--- config.mk ---
export PLATFORM = sky130hd
export DESIGN_NAME = mem_access
export DESIGN_NICKNAME = d
export VERILOG_FILES = /design/src/rtl/mem_access.sv
export SDC_FILE = /design/constraint.sdc
export NUM_CORES = 1
export LEC_CHECK = 0
export CORE_AREA = 3 3 145 147
export DETAILED_ROUTE_END_ITERATION = 10
export DIE_AREA = 0 0 148 150
export PLACE_DENSITY = 0.76
export SLEW_MARGIN = 20
export SYNTH_ARGS = -nofsm -noshare
export SYNTH_HDL_FRONTEND = slang
export SYNTH_SLANG_ARGS = --single-unit
--- constraint.sdc ---
create_clock -name clk -period 7.2 [get_ports clk]
set_input_delay 2.16 -clock clk [delete_from_list [all_inputs] [get_ports clk]]
set_output_delay 2.16 -clock clk [all_outputs]
set_load 0.05 [all_outputs]
--- src/rtl/mem_access.sv ---
// mem_access: RV32I memory stage (load/store over req/ready/rvalid, misalignment traps).
// Define MEM_TIMEOUT_EN to abort transactions that stall longer than TIMEOUT_CYCLES.
module mem_access #(
  parameter int XLEN = 32,
  parameter int EXW = 4,
  parameter int TIMEOUT_CYCLES = 255
) (
  input  logic            clk,
  input  logic            reset,
  input  logic [XLEN-1:0] pc_in,
  input  logic [XLEN-1:0] instr_in,
  input  logic [4:0]      opcode_in,
  input  logic [2:0]      funct_in,
  input  logic            nop_in,
  input  logic [XLEN-1:0] alu_result_in,
  input  logic [XLEN-1:0] store_data_in,
  input  logic [4:0]      rd_addr_in,
  input  logic            exc_valid_in,
  input  logic [EXW-1:0]  exc_in,
  input  logic            valid_in,
  input  logic            halt_in,
  input  logic            flush,
  output logic            stall_out,
  output logic            dmem_req,
  output logic            dmem_we,
  output logic [XLEN-1:0] dmem_addr,
  output logic [XLEN-1:0] dmem_wdata,
  output logic [3:0]      dmem_be,
  input  logic            dmem_ready,
  input  logic            dmem_rvalid,
  input  logic [XLEN-1:0] dmem_rdata,
  output logic [XLEN-1:0] pc_out,
  output logic [XLEN-1:0] instr_out,
  output logic [4:0]      opcode_out,
  output logic [2:0]      funct_out,
  output logic            nop_out,
  output logic [XLEN-1:0] result_out,
  output logic [4:0]      rd_addr_out,
  output logic            exc_valid_out,
  output logic [EXW-1:0]  exc_out,
  output logic            valid_out,
  output logic            halt_out
);
  typedef enum logic [1:0] {IDLE, WAIT_RSP, DRAIN} state_t;
  state_t state, state_nx;
  logic is_load, is_store, act, mis, issue, done, adv, to, ign, ign_nx;
  logic [1:0] a;
  logic [XLEN-1:0] sh, fmt;
  assign a = alu_result_in[1:0];
  assign is_load = opcode_in == 5'b00000;
  assign is_store = opcode_in == 5'b01000;
  assign act = valid_in & ~nop_in & ~flush & (is_load | is_store);
  assign mis = funct_in[1] ? a != 2'b00 : funct_in[0] & a[0];
  assign issue = state == IDLE & act & ~exc_valid_in & ~mis;
  assign done = state == WAIT_RSP & dmem_rvalid & ~ign & ~flush;
  assign dmem_req = issue;
  assign dmem_we = issue & is_store;
  assign dmem_addr = {alu_result_in[XLEN-1:2], 2'b00};
  assign dmem_wdata = funct_in[1] ? store_data_in :
                      funct_in[0] ? {(XLEN/16){store_data_in[15:0]}} : {(XLEN/8){store_data_in[7:0]}};
  assign dmem_be = funct_in[1] ? 4'b1111 : (funct_in[0] ? 4'b0011 : 4'b0001) << a;
  assign sh = dmem_rdata >> {a, 3'b000};
  assign fmt = funct_in[1] ? dmem_rdata :
               funct_in[0] ? {{(XLEN-16){~funct_in[2] & sh[15]}}, sh[15:0]} :
                             {{(XLEN-8){~funct_in[2] & sh[7]}}, sh[7:0]};
  assign stall_out = ~adv;
`ifdef MEM_TIMEOUT_EN
  logic [7:0] cnt;
  logic waiting;
  assign waiting = issue & ~dmem_ready | state != IDLE & ~(dmem_rvalid & ~ign);
  assign to = waiting & cnt == 8'(TIMEOUT_CYCLES - 1);
  always_ff @(posedge clk) cnt <= reset | ~waiting | to ? 8'd0 : cnt + 8'd1;
`else
  logic unused_to;
  assign unused_to = |TIMEOUT_CYCLES;
  assign to = 1'b0;
`endif
  // ign marks a response still in flight from an aborted load
  always_comb begin
    state_nx = state;
    ign_nx = ign;
    adv = 1'b0;
    if (state == IDLE) begin
      adv = ~issue | dmem_ready & is_store | to;
      state_nx = issue & dmem_ready & is_load ? WAIT_RSP : IDLE;
    end else begin
      adv = done | state == WAIT_RSP & to;
      state_nx = dmem_rvalid & ~ign | to ? IDLE : flush | state == DRAIN ? DRAIN : WAIT_RSP;
      ign_nx = to | ign & ~dmem_rvalid;
    end
  end
  always_ff @(posedge clk) begin
    if (reset) begin
      state <= IDLE;
      ign <= 1'b0;
      valid_out <= 1'b0;
      pc_out <= '0;
      instr_out <= '0;
      opcode_out <= '0;
      funct_out <= '0;
      nop_out <= 1'b0;
      result_out <= '0;
      rd_addr_out <= '0;
      exc_valid_out <= 1'b0;
      exc_out <= '0;
      halt_out <= 1'b0;
    end else begin
      state <= state_nx;
      ign <= ign_nx;
      valid_out <= adv & valid_in & ~flush;
      if (adv) begin
        pc_out <= pc_in;
        instr_out <= instr_in;
        opcode_out <= opcode_in;
        funct_out <= funct_in;
        nop_out <= nop_in;
        result_out <= done ? fmt : alu_result_in;
        rd_addr_out <= rd_addr_in;
        halt_out <= halt_in;
        exc_valid_out <= exc_valid_in | act & mis | to;
        exc_out <= exc_valid_in ? exc_in : act & mis ? EXW'(is_load ? 4 : 6) :
                   to ? EXW'(is_load ? 5 : 7) : '0;
      end
    end
  end
endmodule

== Word level (Yosys, flattened, before mapping) ==
Cells that the tools add are included.
W data, S select, Z words.
Word-level totals
  register bits: 120
  bits in latches: 0
  memory bits (writable): 0
  ROM bits: 0
  input bits: 186
  output and inout port bits: 188
  logic and storage cells: 71
  memories: 0
Operators by class
  add/sub/neg operators: 0
  multiply operators: 0
  divide/modulo/power cells: 0
  $lt $le $gt $ge: 0
  eq/ne operators: 3
  shifts and indexed selects: 2
  muxes and demuxes: 16
  bitwise operators: 34
  reduce and logical (&&, ||, !) cells: 3
Operators with widths (count)
  $mux W32: 5
  $shr A32 B5 Y16: 1
  $and A1 B1 Y1: 21
  $mux W2: 5
  $not A1 Y1: 9
  $mux W4: 2
  $eq A5 B4 Y1 const B: 1
  $logic_not A5 Y1: 1
  $or A1 B1 Y1: 4
  $shl A2 B2 Y4: 1
  $mux W1: 3
  $mux W3: 1
  $eq A2 B1 Y1 const B: 1
  $eq A2 B2 Y1 const B: 1
  $logic_not A2 Y1: 1
  $reduce_bool A2 Y1: 1

== Depth between registers and ports, before layout ==
  depth in word-level cells: 12
  gate-level depth with buffers: 9
  gate-level depth less buffers: 5

== Worst setup path after synthesis ==
Ideal clock, no wire load.
  kind: input port to output port
  start: in nop_in
  end: out dmem_we
  data arrival time: 4.669 ns
  required time: 5.040 ns
  setup slack: 0.371 ns
  cell stages on the path: 4
  path buffers: 0
  cells stage by stage: or4b_4 -> or2_2 -> nor3_1 -> and2_1
On the way
  cells in the longest elaborated chain, start to end: 8
RTL lines
  from (decl): RTL line 14  | input logic nop_in,
  $not A1 Y1: RTL line 52  | assign act = valid_in & ~nop_in & ~flush & (is_load | is_store);
  $and A1 B1 Y1 (3 in a row): RTL line 52
  $and A1 B1 Y1 (3 in a row): RTL line 54  | assign issue = state == IDLE & act & ~exc_valid_in & ~mis;
  net dmem_req: RTL line 24  | output logic dmem_req,
  $and A1 B1 Y1: RTL line 57  | assign dmem_we = issue & is_store;
  to (decl): RTL line 25  | output logic dmem_we,
The timed path passes the listed nets, and every way through them passes these cells.

== Final worst setup path ==
  start: in flush
  end: out dmem_we
On the way
  cells in the longest elaborated chain, start to end: 7
RTL lines
  from (decl): RTL line 22  | input logic flush,
  $not A1 Y1: RTL line 52
  $and A1 B1 Y1 (2 in a row): RTL line 52
  $and A1 B1 Y1 (3 in a row): RTL line 54
  $and A1 B1 Y1: RTL line 57
No other way between the ends.

==> results.tsv <==
metric	value	unit
status	finished clean	
clock-pin slew on the worst setup and hold paths	0.05	ns
final setup violation count	0	
final std cells w/o fill	1370	
post-route setup TNS	0	ns
# Max-Cap Violations	0	
number of global-route vias before repair	6429	
WL per Instance	17.8	um
initial antenna violation count	0	
Std-Cell Rows	52	
Initial Util	32.7	%
drt first-iter violations	439	
Hold WS	0.453	ns
Post-DP HPWL	18.4	mm
final core utilization	53.8	%
HP Class	reg -> reg	
Mean Syn Cell Area	8.35	sq um
Crit Path Max Fanout	7	
RR Startpoint	ign	
core box area	20000	sq um
Die H	150	um
Longest Clk Path Bufs	2	
largest net degree at the start of global routing	125	
crit start category	primary input	
CP Data Required Time	5.04	ns
DP Cell Count	1338	
I/O Buffers	371	
Min Clock Period, post-route	6.63	ns
post-CTS sizing	0	
Hold EP	instr_out[24]	
Reg2Reg Setup Slack	4.21	ns
die width	148	um
design area	10800	sq um
Synth async-reset ratio	0	%
r2r endpoint	rd_addr_out[3]	
nets@finish	1273	
Ys Warns	0	
Place WS	0.599	ns
VDD IR-drop max	143	uV
Ports	374	
via density per instance	4.88	
RSZ-0062 raised after global routing	no	
Sink Count	120	
hold_buf cts	0	
final WL	24.4	mm
Synth Instances	785	
FMAX	151	MHz
Post-DP Area	10200	sq um
share of layout cells above drive strength 1	8.82	%
Final Max Tran Viols	0	
Yosys cell types	54	
Die ar.	22200	sq um
Ant. Diodes	0	
#FFs+latches synth	120	
worst setup margin	0.569	ns
Clock Skews	0.0117	ns
fill count	1872	
via count	6692	
crit share post-route	92.1	%
CTS tree	done	
synthesized cell area	6550	sq um
Area growth, synth to finish	64.6	%
H-tree Lvls	4	
post-CTS setup buffer count	0	
Tot GR Track Use	20.6	%
first-pass GRT wire length	36.2	mm
total power	2.21	mW
element type at the critical path end	primary output	
cell count of the worst reg-to-reg path	6	
clock root cell	clkbuf_16	
slew at the pin with the worst max-slew slack	1.06	ns
critical path arrival	4.47	ns
DRC errors left	0	
Leak	4.72	nW
Final ANT Viol Nets	0	
clock latency on the worst-skew pair	0.42	ns
Post-synth EDFFs	0	
Most used DFF post-synth	dfxtp_1	
Num CTS Buffers	17	
Hold Path Depth	2	
RePlAce Congestion	0.855	
Fin. Hold Viols	0	
global route total overflow	0	
post-synthesis sequential area ratio	36.7	%
Initial DRT Pass Iterations	7	
power per cell area	205	nW/um^2
HP Start	instr_out[24]	
CP Class	in -> out	
Max-Slew Margin vs Limit	29.3	%
cell usage in the layout (no fill, tap or decap), types with 5 or more instances in the layout:
| cell type | count |
|---|---|
| o211ai_1 | 5 |
| a222oi_1 | 16 |
| mux2i_1 | 107 |
| inv_1 | 48 |
| a211oi_1 | 23 |
| inv_6 | 5 |
| a221o_1 | 7 |
| and2_1 | 20 |
| a21oi_1 | 8 |
| or2_2 | 5 |
| buf_4 | 21 |
| a2111oi_0 | 9 |
| buf_12 | 5 |
| nand2b_1 | 5 |
| clkbuf_16 | 17 |
| clkdlybuf4s50_1 | 355 |
| nor2_1 | 7 |
| dfxtp_1 | 120 |
| o221ai_1 | 6 |
| o21ai_0 | 29 |
| nand2_1 | 197 |
| mux2_2 | 24 |
registers in the layout, summed over array words and instances (netlist names):
register,cells
valid_out,1
instr_out,32
result_out,32
pc_out,32
funct_out,3
ign,1
nop_out,1
exc_valid_out,1
halt_out,1
exc_out,4
rd_addr_out,5
state,2
opcode_out,5
cells in the mapped netlist (3+ instances only):
master / instances / area share, %
nand2_1: 197 / 11
dfxtp_1: 120 / 37
mux2i_1: 107 / 16
inv_1: 49 / 2.8
buf_4: 43 / 4.9
clkbuf_1: 41 / 2.3
o21ai_0: 29 / 2.2
mux2_2: 24 / 4.1
a211oi_1: 23 / 2.6
and2_1: 20 / 1.9
a222oi_1: 16 / 2.4
buf_2: 11 / 0.84
a2111oi_0: 9 / 1.2
a21oi_1: 9 / 0.69
a221o_1: 7 / 1.1
nor2_1: 7 / 0.40
o221ai_1: 6 / 0.80
nand2b_1: 5 / 0.48
o211ai_1: 5 / 0.57
or2_2: 5 / 0.48
buf_1: 4 / 0.23
a32o_1: 3 / 0.46
and3_1: 3 / 0.29
nor2b_1: 3 / 0.29
nor3_1: 3 / 0.23
nor3b_1: 3 / 0.34
worst max-delay path: stages:
cell,delay [ns]
clkdlybuf4s50_1,0.55
or4b_4,0.59
or2_2,0.32
nor3_1,0.45
and2_1,0.25
buf_12,0.14
worst max path at each step:
stage / end / slack, ns / startpoint / depth (start not counted)
floorplan: dmem_we / 0.37 / nop_in / 4
global placement: dmem_we / 0.63 / flush / 6
detailed placement: dmem_we / 0.60 / flush / 6
CTS: dmem_we / 0.58 / flush / 6
global route: dmem_we / 0.44 / funct_in[0] / 6
finish: dmem_we / 0.57 / flush / 6
power breakdown:
part | leakage, nW | switching, mW | internal, mW
registers | 0.999 | 0.0182 | 0.700
logic | 3.42 | 0.349 | 0.239
clock network | 0.300 | 0.350 | 0.555
total | 4.72 | 0.717 | 1.49
metal layers:
layer | global-route usage (%) | vias up | share of wire [%] | routed length [um]
li1 | - | 3270 | - | -
met1 | 26.7 | 3165 | 43 | 10600
met2 | 34.4 | 232 | 49 | 11900
met3 | 4.97 | 25 | 6.1 | 1480
met4 | 5.91 | 0 | 1.7 | 418
met5 | 0 | - | 0 | 0
cell families (layout without fill, tap and decap cells):
family	count (synthesis)	count (layout)	share of synthesized area, %
buffers and inverters	152	466	11.5
other	1	2	0.0572
AO/OA/AOI/OAI	123	123	14.1
AND/OR/NAND/NOR	258	258	17.2
flip-flops	120	120	36.7
multiplexers	131	131	20.5
area by class of cell:
cell class                      count  area, sq um  share of cell area (%)
Clock buffer                       18          429                    3.98
Tap cell                          270          338                    3.13
Timing Repair Buffer              382         3820                    35.4
Multi-Input combinational cell    514         3410                    31.7
Inverter                           52          200                    1.86
Sequential cell                   120         2400                    22.3
Clock inverter                     14          186                    1.73
No activity file was read; power rests on OpenSTA's default activity.
